$ cat src/rtl/receive_if.sv
// Processor/baud-side signal bundle of the SPART receiver: tick, register decode, serial in, status out.
interface receive_if;
    logic       brg_sample;
    logic       iocs;
    logic       iorw;
    logic [1:0] ioaddr;
    logic       rxd;
    logic [7:0] rx_data;
    logic       rda;
    logic       framing_err;
    logic       overrun;

    modport master (
        output brg_sample, iocs, iorw, ioaddr, rxd,
        input  rx_data, rda, framing_err, overrun
    );

    modport slave (
        input  brg_sample, iocs, iorw, ioaddr, rxd,
        output rx_data, rda, framing_err, overrun
    );
endinterface

$ cat src/rtl/receive.sv
// SPART 8N1 receiver; byte lands 2 clk + <=1 tick + (OVERSAMPLE/2 + 9*OVERSAMPLE) ticks after the start edge.
// No backpressure: a byte that is not read in time is overwritten and flagged as overrun.
module receive #(
    parameter int OVERSAMPLE = 16
) (
    input logic       clk,
    input logic       rst,
    receive_if.slave  bus
);
    localparam int            TW      = $clog2(OVERSAMPLE);
    localparam logic [TW-1:0] HALF_M1 = TW'(OVERSAMPLE / 2 - 1);
    localparam logic [TW-1:0] FULL_M1 = TW'(OVERSAMPLE - 1);

    typedef enum logic [1:0] {
        S_IDLE,
        S_START,
        S_DATA,
        S_STOP
    } state_t;

    state_t        r_state, w_state_nxt;
    logic          r_sync1, r_sync2;
    logic [TW-1:0] r_tcnt, w_tcnt_nxt;
    logic [2:0]    r_bcnt, w_bcnt_nxt;
    logic [7:0]    r_sr, w_sr_nxt;
    logic [7:0]    r_rx_data;
    logic          r_rda, r_framing_err, r_overrun;
    logic          w_rxd_s, w_load, w_buf_rd, w_stat_rd;

    assign w_rxd_s   = r_sync2;
    assign w_buf_rd  = bus.iocs & bus.iorw & (bus.ioaddr == 2'd0);
    assign w_stat_rd = bus.iocs & bus.iorw & (bus.ioaddr == 2'd1);

    always_comb begin
        w_state_nxt = r_state;
        w_tcnt_nxt  = r_tcnt;
        w_bcnt_nxt  = r_bcnt;
        w_sr_nxt    = r_sr;
        w_load      = 1'b0;
        if (bus.brg_sample) begin
            case (r_state)
                S_IDLE: begin
                    if (!w_rxd_s) begin
                        w_state_nxt = S_START;
                        w_tcnt_nxt  = '0;
                    end
                end
                S_START: begin
                    // A start bit that is gone by its midpoint was noise.
                    if (r_tcnt == HALF_M1) begin
                        w_tcnt_nxt  = '0;
                        w_bcnt_nxt  = '0;
                        w_state_nxt = w_rxd_s ? S_IDLE : S_DATA;
                    end else begin
                        w_tcnt_nxt = r_tcnt + 1'b1;
                    end
                end
                S_DATA: begin
                    if (r_tcnt == FULL_M1) begin
                        w_sr_nxt   = {w_rxd_s, r_sr[7:1]};
                        w_tcnt_nxt = '0;
                        if (r_bcnt == 3'd7) begin
                            w_state_nxt = S_STOP;
                        end else begin
                            w_bcnt_nxt = r_bcnt + 3'd1;
                        end
                    end else begin
                        w_tcnt_nxt = r_tcnt + 1'b1;
                    end
                end
                S_STOP: begin
                    // Finish at mid stop bit so a following start edge is never missed.
                    if (r_tcnt == FULL_M1) begin
                        w_load      = 1'b1;
                        w_tcnt_nxt  = '0;
                        w_state_nxt = S_IDLE;
                    end else begin
                        w_tcnt_nxt = r_tcnt + 1'b1;
                    end
                end
                default: w_state_nxt = S_IDLE;
            endcase
        end
    end

    always_ff @(posedge clk) begin
        if (!rst) begin
            r_state <= S_IDLE;
            r_sync1 <= 1'b1;
            r_sync2 <= 1'b1;
            r_tcnt  <= '0;
            r_bcnt  <= '0;
            r_sr    <= '0;
        end else begin
            r_state <= w_state_nxt;
            r_sync1 <= bus.rxd;
            r_sync2 <= r_sync1;
            r_tcnt  <= w_tcnt_nxt;
            r_bcnt  <= w_bcnt_nxt;
            r_sr    <= w_sr_nxt;
        end
    end

    // A load outranks a same-cycle read: sets win over clears.
    always_ff @(posedge clk) begin
        if (!rst) begin
            r_rx_data     <= 8'h00;
            r_rda         <= 1'b0;
            r_framing_err <= 1'b0;
            r_overrun     <= 1'b0;
        end else begin
            if (w_load) begin
                r_rx_data <= r_sr;
            end
            r_rda         <= w_load | (r_rda & ~w_buf_rd);
            r_framing_err <= (w_load & ~w_rxd_s) | (r_framing_err & ~w_stat_rd);
            r_overrun     <= (w_load & r_rda & ~w_buf_rd) | (r_overrun & ~w_stat_rd);
        end
    end

    assign bus.rx_data     = r_rx_data;
    assign bus.rda         = r_rda;
    assign bus.framing_err = r_framing_err;
    assign bus.overrun     = r_overrun;
endmodule

$ cat src/flat_wrapper.sv
// flat-port wrapper written by rule: the top's interface ports become plain ports
module receive_flat 
#(
    parameter int OVERSAMPLE = 16
)
  (clk, rst, bus_brg_sample, bus_iocs, bus_iorw, bus_ioaddr, bus_rxd, bus_rx_data, bus_rda, bus_framing_err, bus_overrun);
  receive_if bus_i ();
  input logic clk;
  input logic rst;
  input wire logic [$bits(bus_i.brg_sample)-1:0] bus_brg_sample;
  input wire logic [$bits(bus_i.iocs)-1:0] bus_iocs;
  input wire logic [$bits(bus_i.iorw)-1:0] bus_iorw;
  input wire logic [$bits(bus_i.ioaddr)-1:0] bus_ioaddr;
  input wire logic [$bits(bus_i.rxd)-1:0] bus_rxd;
  output wire logic [$bits(bus_i.rx_data)-1:0] bus_rx_data;
  output wire logic [$bits(bus_i.rda)-1:0] bus_rda;
  output wire logic [$bits(bus_i.framing_err)-1:0] bus_framing_err;
  output wire logic [$bits(bus_i.overrun)-1:0] bus_overrun;
  assign bus_i.brg_sample = bus_brg_sample;
  assign bus_i.iocs = bus_iocs;
  assign bus_i.iorw = bus_iorw;
  assign bus_i.ioaddr = bus_ioaddr;
  assign bus_i.rxd = bus_rxd;
  assign bus_rx_data = bus_i.rx_data;
  assign bus_rda = bus_i.rda;
  assign bus_framing_err = bus_i.framing_err;
  assign bus_overrun = bus_i.overrun;
  receive #(.OVERSAMPLE(OVERSAMPLE)) u_core (.clk(clk), .rst(rst), .bus(bus_i));
endmodule
$ cat config.mk
export PLATFORM = sky130hd
export DESIGN_NAME = receive_flat
export DESIGN_NICKNAME = d
export VERILOG_FILES = /design/src/rtl/receive_if.sv /design/src/rtl/receive.sv /design/src/flat_wrapper.sv
export SDC_FILE = /design/constraint.sdc
export NUM_CORES = 1
export LEC_CHECK = 0
export CORE_UTILIZATION = 52
export DETAILED_ROUTE_END_ITERATION = 10
export PLACE_DENSITY = 0.77
export SLEW_MARGIN = 40
export SYNTH_ARGS = -nofsm -noshare
export SYNTH_HDL_FRONTEND = slang
export SYNTH_SLANG_ARGS = --single-unit
$ cat constraint.sdc
create_clock -name clk -period 1.9 [get_ports clk]
set_clock_uncertainty 0.15 [all_clocks]
set_input_delay 0.285 -clock clk [delete_from_list [all_inputs] [get_ports clk]]
set_output_delay 0.285 -clock clk [all_outputs]
set_load 0.02 [all_outputs]
# Yosys cells after proc, flatten, opt, wreduce, memory -nomap -nowiden
# Index checks and enable logic that the tools add are counted.
# Widths: inputs -> output; s select.
[totals] in_bits=8 reg_bits=30
[classes] n_mux=18 reduce_logical=8 bitwise_logic=15 addsub=2 eq_ne=13
[ops] operator="$mux 2" count=6
[ops] operator="$mux 4" count=3
[ops] operator="$pmux 4 s3" count=1
[ops] operator="$and 1x1->1" count=9
[ops] operator="$mux 3" count=3
[ops] operator="$ne 2x1->1 const B" count=4
[ops] operator="$pmux 2 s4" count=1
[ops] operator="$pmux 3 s2" count=1
[ops] operator="$reduce_and 6->1" count=1
[ops] operator="$reduce_and 5->1" count=1
[ops] operator="$add 4x1->4 const B" count=1
[ops] operator="$eq 2x1->1 const B" count=2
[ops] operator="$eq 2x2->1 const B" count=2
[ops] operator="$eq 4x3->1 const B" count=1
[ops] operator="$eq 4x4->1 const B" count=1
[ops] operator="$logic_not 2->1" count=2
[ops] operator="$ne 2x2->1 const B" count=2
[ops] operator="$add 3x1->3 const B" count=1
[ops] operator="$eq 3x3->1 const B" count=1
[ops] operator="$mux 1" count=3
[ops] operator="$not 1->1" count=3
[ops] operator="$or 1x1->1" count=3
[ops] operator="$reduce_and 3->1" count=1
[ops] operator="$reduce_and 2->1" count=1
[ops] operator="other kinds (2)" count=2

# Logic depth before layout (Yosys ltp)
# Gate-level depths: netlist of the first run.
[logic_depth] depth_word=7 depth_mapped=6 mapped_depth_nobuf=6

# Worst setup path after synthesis of the first run
# Ideal clock, no wire load.
[synth_timing] kind="reg-to-reg" start="register u_core.r_bcnt[0]" end="register u_core.r_bcnt[0]" path_stages_with_launch=7 setup_ps=128 synth_period_minus_slack_ps=1562 required_time_ps=1622 path_buffers=0 setup_slack_ps=338 arrival_time_ps=1284 cell_sequence="dfxtp_1 ha_1 ha_1 nor4bb_1 o21ai_2 mux2i_1 nor2_1"
[synth_between] elab_chain_cells=4 elab_cells_between_ends=7 classes_between="add/sub (1); eq/ne (2); mux (3); reduce/logical (1)"
[synth_lines] element="start: declaration" line_no="receive.sv:24" source="logic [2:0] r_bcnt, w_bcnt_nxt;"
[synth_lines] element="start signal: assignment" line_no="receive.sv:99" source="r_bcnt <= w_bcnt_nxt;"
[synth_lines] element="$add 3x1->3" line_no="receive.sv:65" source="w_bcnt_nxt = r_bcnt + 3'd1;"
[synth_lines] element="$mux 3" line_no="receive.sv:62" source="if (r_bcnt == 3'd7) begin"
[synth_lines] element="$mux 3" line_no="receive.sv:59" source="if (r_tcnt == FULL_M1) begin"
[synth_lines] element="$pmux 3 s2" line_no="receive.sv:41" source="case (r_state)"
# Several ways; a longest one is shown, not always the timed one. The select of a mux whose other input is x is not followed.
# A chain may end at the register's enable or synchronous reset.

# Worst setup path in the final report of the first run
[layout_timing] start="register u_core.r_rda (netlist: u_core.bus.rda)" end="output port bus_rda"
[layout_rtl] element="start: declaration" line_no="receive.sv:27" source="logic r_rda, r_framing_err, r_overrun;"
[layout_rtl] element="start signal: assignment" line_no="receive.sv:115" source="r_rda <= w_load | (r_rda & ~w_buf_rd);"
[layout_rtl] element="end: declaration" line_no="flat_wrapper.sv:16" source="output wire logic [$bits(bus_i.rda)-1:0] bus_rda;"
# No word-level cell between the ends.

==> flow_metrics.env, run 1 <==
export IMPL_drc=0
export IMPL_via_count=1000
export IMPL_grt_overflow=0
export IMPL_ctsHoldBuffers=0
export IMPL_synth_top_area_cell="dfxtp_1"
export IMPL_placementRows=17
export IMPL_max_slew_margin_pct=69.70
export IMPL_ioPinCount=19
export IMPL_r2r_cells=6
export IMPL_grt_pass1_wl_mm=3.953
export IMPL_startpoint="u_core.bus.rda"
export IMPL_worst_path_max_fanout=3
export IMPL_seq_area_frac_synth_pct=46.56
export IMPL_insertion_delay_ns=0.33
export IMPL_first_iter_violations=17
export IMPL_cp_slowest_stage_delay_ns=0.62
export IMPL_final_common_cell="dfxtp_1"
export IMPL_diodes=0
export IMPL_syn_avg_cell_area_sq_um=9.773
export IMPL_min_period_ns=1.758
export IMPL_hold_class="reg -> reg"
export IMPL_grtUsageMet2_pct=30.52
export IMPL_coreArea_sq_mm=0.002276
export IMPL_routedWlPerCell_microns=12.83
export IMPL_cts_sinks=30
export IMPL_dp_final_hpwl_mm=1.679
export IMPL_clock_fmax_mhz=569.0
export IMPL_grt_max_degree=18
export IMPL_cp_depth=1
export IMPL_synth_seq_cells=30
export IMPL_cts_buffers=5
export IMPL_clk_pin_slew_ns=0.09
export IMPL_grt_pass1_vias=887
export IMPL_start_util_pct=56.68
export IMPL_vias_per_cell=5.435
export IMPL_gp_congestion=0.8081
export IMPL_arrival_ns=1.32
export IMPL_track_usage_pct=20.66
export IMPL_r2r_start="u_core.r_bcnt[0]"
export IMPL_fin_tns_setup_ns=0
export IMPL_final_util_pct=69.76
export IMPL_cap_violations=0
export IMPL_most_common_layout_cells="dfxtp_1 (30), nor2_1 (25), mux2i_1 (22)"
export IMPL_path_buf_inv=1
export IMPL_critPathSlowestCell="clkdlybuf4s50_1"
export IMPL_hold_viol=0
export IMPL_holdWs_ns=0.2728
export IMPL_cpLargestDelayFamily="buffers and inverters"
export IMPL_r2r_slack_ns=0.18
export IMPL_cts_repair_resized=0
export IMPL_timing_final_crit_share_pct=92.51
export IMPL_top_usage_layer="met2"
export IMPL_worstPathRequired_ns=1.46
export IMPL_drive_gt1_share_pct=11.54
export IMPL_fillers=180
export IMPL_endpoint="bus_rda"
export IMPL_max_vdd_ir_drop_mv=0.6290
export IMPL_synth_edf_count=0
export IMPL_synth_nets=143
export IMPL_slew_violations=0
export IMPL_postCtsSetupBuffers=0
export IMPL_yosysWarnings=0
export IMPL_start_kind="register"
export IMPL_netlist_area_sq_mm=0.001290
export IMPL_die_h_microns=51.81
export IMPL_io_buffers=18
export IMPL_run_status="finished, final reports clean"
export IMPL_postRouteAntennaNets=0
export IMPL_clk_path_buf_depth=2
export IMPL_synthArstFlopShare_pct=0
export IMPL_setup_violations=0
export IMPL_nNetsFinal=166
export IMPL_areaGrowthSynthToFinish_pct=23.08
export IMPL_die_w_microns=51.81
export IMPL_ys_flop_type="dfxtp_1"
export IMPL_tightest_slew_ns=0.4507
export IMPL_path_cells="clkdlybuf4s50_1"
export IMPL_power_density_mw_per_mm2=682.0
export IMPL_synth_area_top_cells="dfxtp_1 (47%), mux2i_1 (17%), nor2_1 (7.3%)"
export IMPL_h_tree_depth=2
export IMPL_syn_inst=132
export IMPL_antenna_found_initial=0
export IMPL_rr_endpoint="u_core.r_bcnt[2]"
export IMPL_drt_total_wl_mm=2.361
export IMPL_path_class="reg -> out"
export IMPL_endpoint_kind="output port"
export IMPL_yosysTopAreaCellShare_pct=46.56
export IMPL_die_area_sq_mm=0.002684
export IMPL_root_buffer="clkbuf_4"
export IMPL_grtUsageMet1_pct=25.92
export IMPL_drt_pass1_iter_count=4
export IMPL_cts_tree="done"
export IMPL_use_met3_pct=8.772
export IMPL_post_synth_num_cell_types=31
export IMPL_p_leak_nw=0.5776
export IMPL_rsz0062_at_grt="no"
-- sequential cells by signal, summed over array words and instances, names as in the netlist, named ones only --
| signal | flops |
|---|---|
| u_core.r_sr | 8 |
| u_core.r_sync1 | 1 |
| u_core.bus.rx_data | 8 |
| u_core.bus.rda | 1 |
| u_core.bus.overrun | 1 |
| u_core.r_tcnt | 4 |
| u_core.r_bcnt | 3 |
| u_core.bus.framing_err | 1 |
| u_core.r_sync2 | 1 |
| u_core.r_state | 1 |
-- how the worst min path moves through the flow --
stage / start / end / slack, ns / depth (start not counted)
after floorplan: rst / u_core.r_sync1 / 0.21 / 1
after CTS: u_core.r_sync1 / u_core.r_sync2 / 0.28 / 1
after global placement: u_core.r_sync1 / u_core.r_sync2 / 0.24 / 1
final: u_core.r_sync1 / u_core.r_sync2 / 0.27 / 1
after detailed placement: u_core.r_sync1 / u_core.r_sync2 / 0.25 / 1
after global routing: u_core.r_sync1 / u_core.r_sync2 / 0.30 / 1
-- synth_stat cells, drive strengths merged (2+ instances only) --
| cell type | count |
|---|---|
| clkbuf | 2 |
| nor2b | 2 |
| a21oi | 3 |
| a311oi | 2 |
| nand4 | 2 |
| o21ai | 4 |
| buf | 5 |
| mux2i | 22 |
| ha | 3 |
| inv | 4 |
| nand2 | 7 |
| dfxtp | 30 |
| a22oi | 2 |
| a31oi | 3 |
| nand2b | 3 |
| nand3 | 2 |
| nor2 | 27 |
-- per-layer routing --
| layer | vias up | share of wire [%] |
|---|---|---|
| li1 | 505 | - |
| met1 | 472 | 49 |
| met2 | 21 | 45 |
| met3 | 2 | 4.2 |
| met4 | 0 | 1.2 |
| met5 | - | 0 |
-- final cells by class --
class / count / area (sq um) / share of cell area [%]
clock inverter: 2 / 12.51 / 0.7880
sequential: 30 / 600.6 / 37.83
tap: 28 / 35.03 / 2.206
clock buffer: 6 / 51.30 / 3.231
inverter: 4 / 15.01 / 0.9456
timing repair buffer: 23 / 242.7 / 15.29
multi-input combinational: 91 / 630.6 / 39.72
-- through the flow --
| step | total power [W] | area (sq um) | std cells | setup slack (ns) |
|---|---|---|---|---|
| after floorplan | 0.0006661 | 1290 | 132 | 0.3379 |
| after global placement | 0.0006949 | 1524 | 176 | 0.09860 |
| after detailed placement | 0.0006969 | 1524 | 176 | 0.05860 |
| after CTS | 0.001088 | 1588 | 184 | 0.1309 |
| after global routing | 0.001129 | 1588 | 184 | 0.07756 |
| final | 0.001083 | 1588 | 184 | 0.1424 |
-- cells by family after synthesis --
group / Yosys count / synth area share [%]
adder cells (fa/ha/maj): 3 / 2.910
buffers and inverters: 11 / 4.558
XOR/XNOR: 1 / 0.6791
flip-flops: 30 / 46.56
AND/OR/NAND/NOR: 48 / 19.50
AO/OA/AOI/OAI: 17 / 8.730
multiplexers: 22 / 17.07
-- power by group --
part           switching (W)  leakage, nW  internal (W)   total, W
Combinational      0.0000212        0.301     0.0000258  0.0000470
Sequential        0.00000385        0.242      0.000632   0.000635
Clock               0.000223       0.0343      0.000178   0.000400
No activity file was read; power rests on OpenSTA's default activity.
==> run 2: changes to the inputs <==
--- a/config.mk
+++ b/config.mk
@@ -5,10 +5,12 @@
 export SDC_FILE = /design/constraint.sdc
 export NUM_CORES = 1
 export LEC_CHECK = 0
-export CORE_UTILIZATION = 52
+export CELL_PAD_IN_SITES_DETAIL_PLACEMENT = 1
+export CELL_PAD_IN_SITES_GLOBAL_PLACEMENT = 1
+export CORE_UTILIZATION = 40
 export DETAILED_ROUTE_END_ITERATION = 10
-export PLACE_DENSITY = 0.77
-export SLEW_MARGIN = 40
+export PLACE_DENSITY_LB_ADDON = 0.1
+export SLEW_MARGIN = 20
 export SYNTH_ARGS = -nofsm -noshare
 export SYNTH_HDL_FRONTEND = slang
 export SYNTH_SLANG_ARGS = --single-unit
==> run 2 against run 1 <==
Net effect: via count rose by 1.5%; global-route usage down 3.3 points; largest cell class unchanged; die area increased by 29%; sequential cell count unchanged; first-iteration DRC count grew 82%; clock power is 4% higher; design area increased by 1.4%; final cell count up 9.8%; sequential share of layout area decreased by 0.53 points; sequential power is essentially flat; highest routed layer unchanged; wire length is 13% higher; total power increased by 1.2%.
==> flow_metrics.env, run 2 (synthesized netlist as in run 1, its figures left out) <==
export IMPL_run_status="finished, final reports clean"
export IMPL_cap_violations=0
export IMPL_grt_overflow=0
export IMPL_gp_congestion=0.7362
export IMPL_layout_cells_non_filler=202
export IMPL_placementRows=20
export IMPL_slew_violations=0
export IMPL_most_common_layout_cells="dfxtp_1 (30), nor2_1 (25), mux2i_1 (22)"
export IMPL_min_period_ns=1.747
export IMPL_timing_final_crit_share_pct=91.94
export IMPL_drt_pass1_iter_count=4
export IMPL_cts_buffers=5
export IMPL_path_buf_inv=1
export IMPL_holdWs_ns=0.2655
export IMPL_antenna_found_initial=0
export IMPL_die_area_sq_mm=0.003456
export IMPL_nNetsFinal=168
export IMPL_tightest_slew_ns=0.5098
export IMPL_dpl_cell_count=194
export IMPL_final_common_cell="dfxtp_1"
export IMPL_max_slew_margin_pct=65.72
export IMPL_clk_path_buf_depth=2
export IMPL_pre_cts_ws_ns=0.02753
export IMPL_grt_pass1_wl_mm=4.367
export IMPL_worst_path_max_fanout=3
export IMPL_rsz0062_at_grt="no"
export IMPL_postCtsSetupBuffers=0
export IMPL_hold_viol=0
export IMPL_cts_tree="done"
export IMPL_die_h_microns=58.79
export IMPL_power_density_mw_per_mm2=680.3
export IMPL_setup_violations=0
export IMPL_drc=0
export IMPL_drt_total_wl_mm=2.679
export IMPL_die_w_microns=58.79
export IMPL_coreArea_sq_mm=0.003053
export IMPL_postRouteAntennaNets=0
export IMPL_root_buffer="clkbuf_4"
export IMPL_clk_pin_slew_ns=0.09
export IMPL_worst_slack_ns=0.1531
export IMPL_start_kind="register"
export IMPL_cts_sinks=30
export IMPL_hold_class="reg -> reg"
export IMPL_whs_path_depth=1
export IMPL_diodes=0
export IMPL_vias_per_cell=5.025
export IMPL_fillers=367
export IMPL_path_class="reg -> out"
export IMPL_cp_depth=1
export IMPL_ctsHoldBuffers=0
export IMPL_max_vdd_ir_drop_mv=0.3782
export IMPL_critPathSlowestCell="clkdlybuf4s50_1"
export IMPL_cp_slowest_stage_delay_ns=0.62
export IMPL_track_usage_pct=17.34
export IMPL_grt_max_degree=18
export IMPL_ioPinCount=19
export IMPL_worstPathRequired_ns=1.46
export IMPL_endpoint_kind="output port"
export IMPL_h_tree_depth=2
export IMPL_p_leak_nw=0.5833
export IMPL_dp_final_hpwl_mm=1.934
export IMPL_areaGrowthSynthToFinish_pct=24.83
export IMPL_via_count=1015
export IMPL_r2r_cells=6
export IMPL_start_util_pct=42.25
export IMPL_first_iter_violations=31
export IMPL_io_buffers=18
export IMPL_routedWlPerCell_microns=13.26
export IMPL_fin_tns_setup_ns=0
export IMPL_arrival_ns=1.31
export IMPL_grt_pass1_vias=987
export IMPL_cts_repair_resized=0
export IMPL_cpLargestDelayFamily="buffers and inverters"
export IMPL_clock_fmax_mhz=572.4
export IMPL_path_cells="clkdlybuf4s50_1"
export IMPL_insertion_delay_ns=0.34
export IMPL_drive_gt1_share_pct=12.66
run 2: cell count changes in the layout (fill, tap and decap cells not counted):
| cell | before | now |
|---|---|---|
| buf_12 | 2 | 1 |
| buf_4 | 3 | 6 |
run 2: path summary, 6_finish.rpt:
kind                       from          endpoint  slack (ns)
max          u_core.bus.overrun       bus_overrun        0.15
min              u_core.r_sync1    u_core.r_sync2        0.27
max reg2reg    u_core.r_bcnt[0]  u_core.r_bcnt[1]        0.21
min reg2reg      u_core.r_sync1    u_core.r_sync2        0.27
run 2: metal layers:
layer | wire [microns] | share of wire [%] | vias to the layer above | global-route usage (%)
met5 | 0 | 0 | - | 0
met4 | 58 | 2.2 | 0 | 10.20
met3 | 89 | 3.3 | 9 | 5.055
met2 | 1300 | 49 | 15 | 27.76
met1 | 1231 | 46 | 485 | 20.54
li1 | - | - | 506 | -
run 2: where the power goes:
| group | leakage (nW) | switching, W | internal, W | total [W] |
|---|---|---|---|---|
| registers | 0.242 | 0.00000406 | 0.000632 | 0.000636 |
| clock network | 0.0343 | 0.000237 | 0.000178 | 0.000415 |
| logic | 0.307 | 0.0000206 | 0.0000245 | 0.0000451 |
run 2: layout make-up:
type	count	area, sq um	area share (%)
inverters	4	15.01	0.9324
clock buffers	6	51.30	3.186
clock inverters	2	12.51	0.7770
multi-input cells	91	630.6	39.16
repair buffers	25	245.2	15.23
well taps	44	55.05	3.419
flip-flops and latches	30	600.6	37.30
run 2: through the flow:
| step | power [W] | util (%) | area (sq um) |
|---|---|---|---|
| finish | 0.001095 | 52.75 | 1610 |
| global route | 0.001139 | 52.75 | 1610 |
| CTS | 0.001110 | 52.75 | 1610 |
| detailed placement | 0.0006957 | 50.66 | 1546 |
| global placement | 0.0006943 | 50.66 | 1546 |
| floorplan | 0.0006661 | - | 1290 |
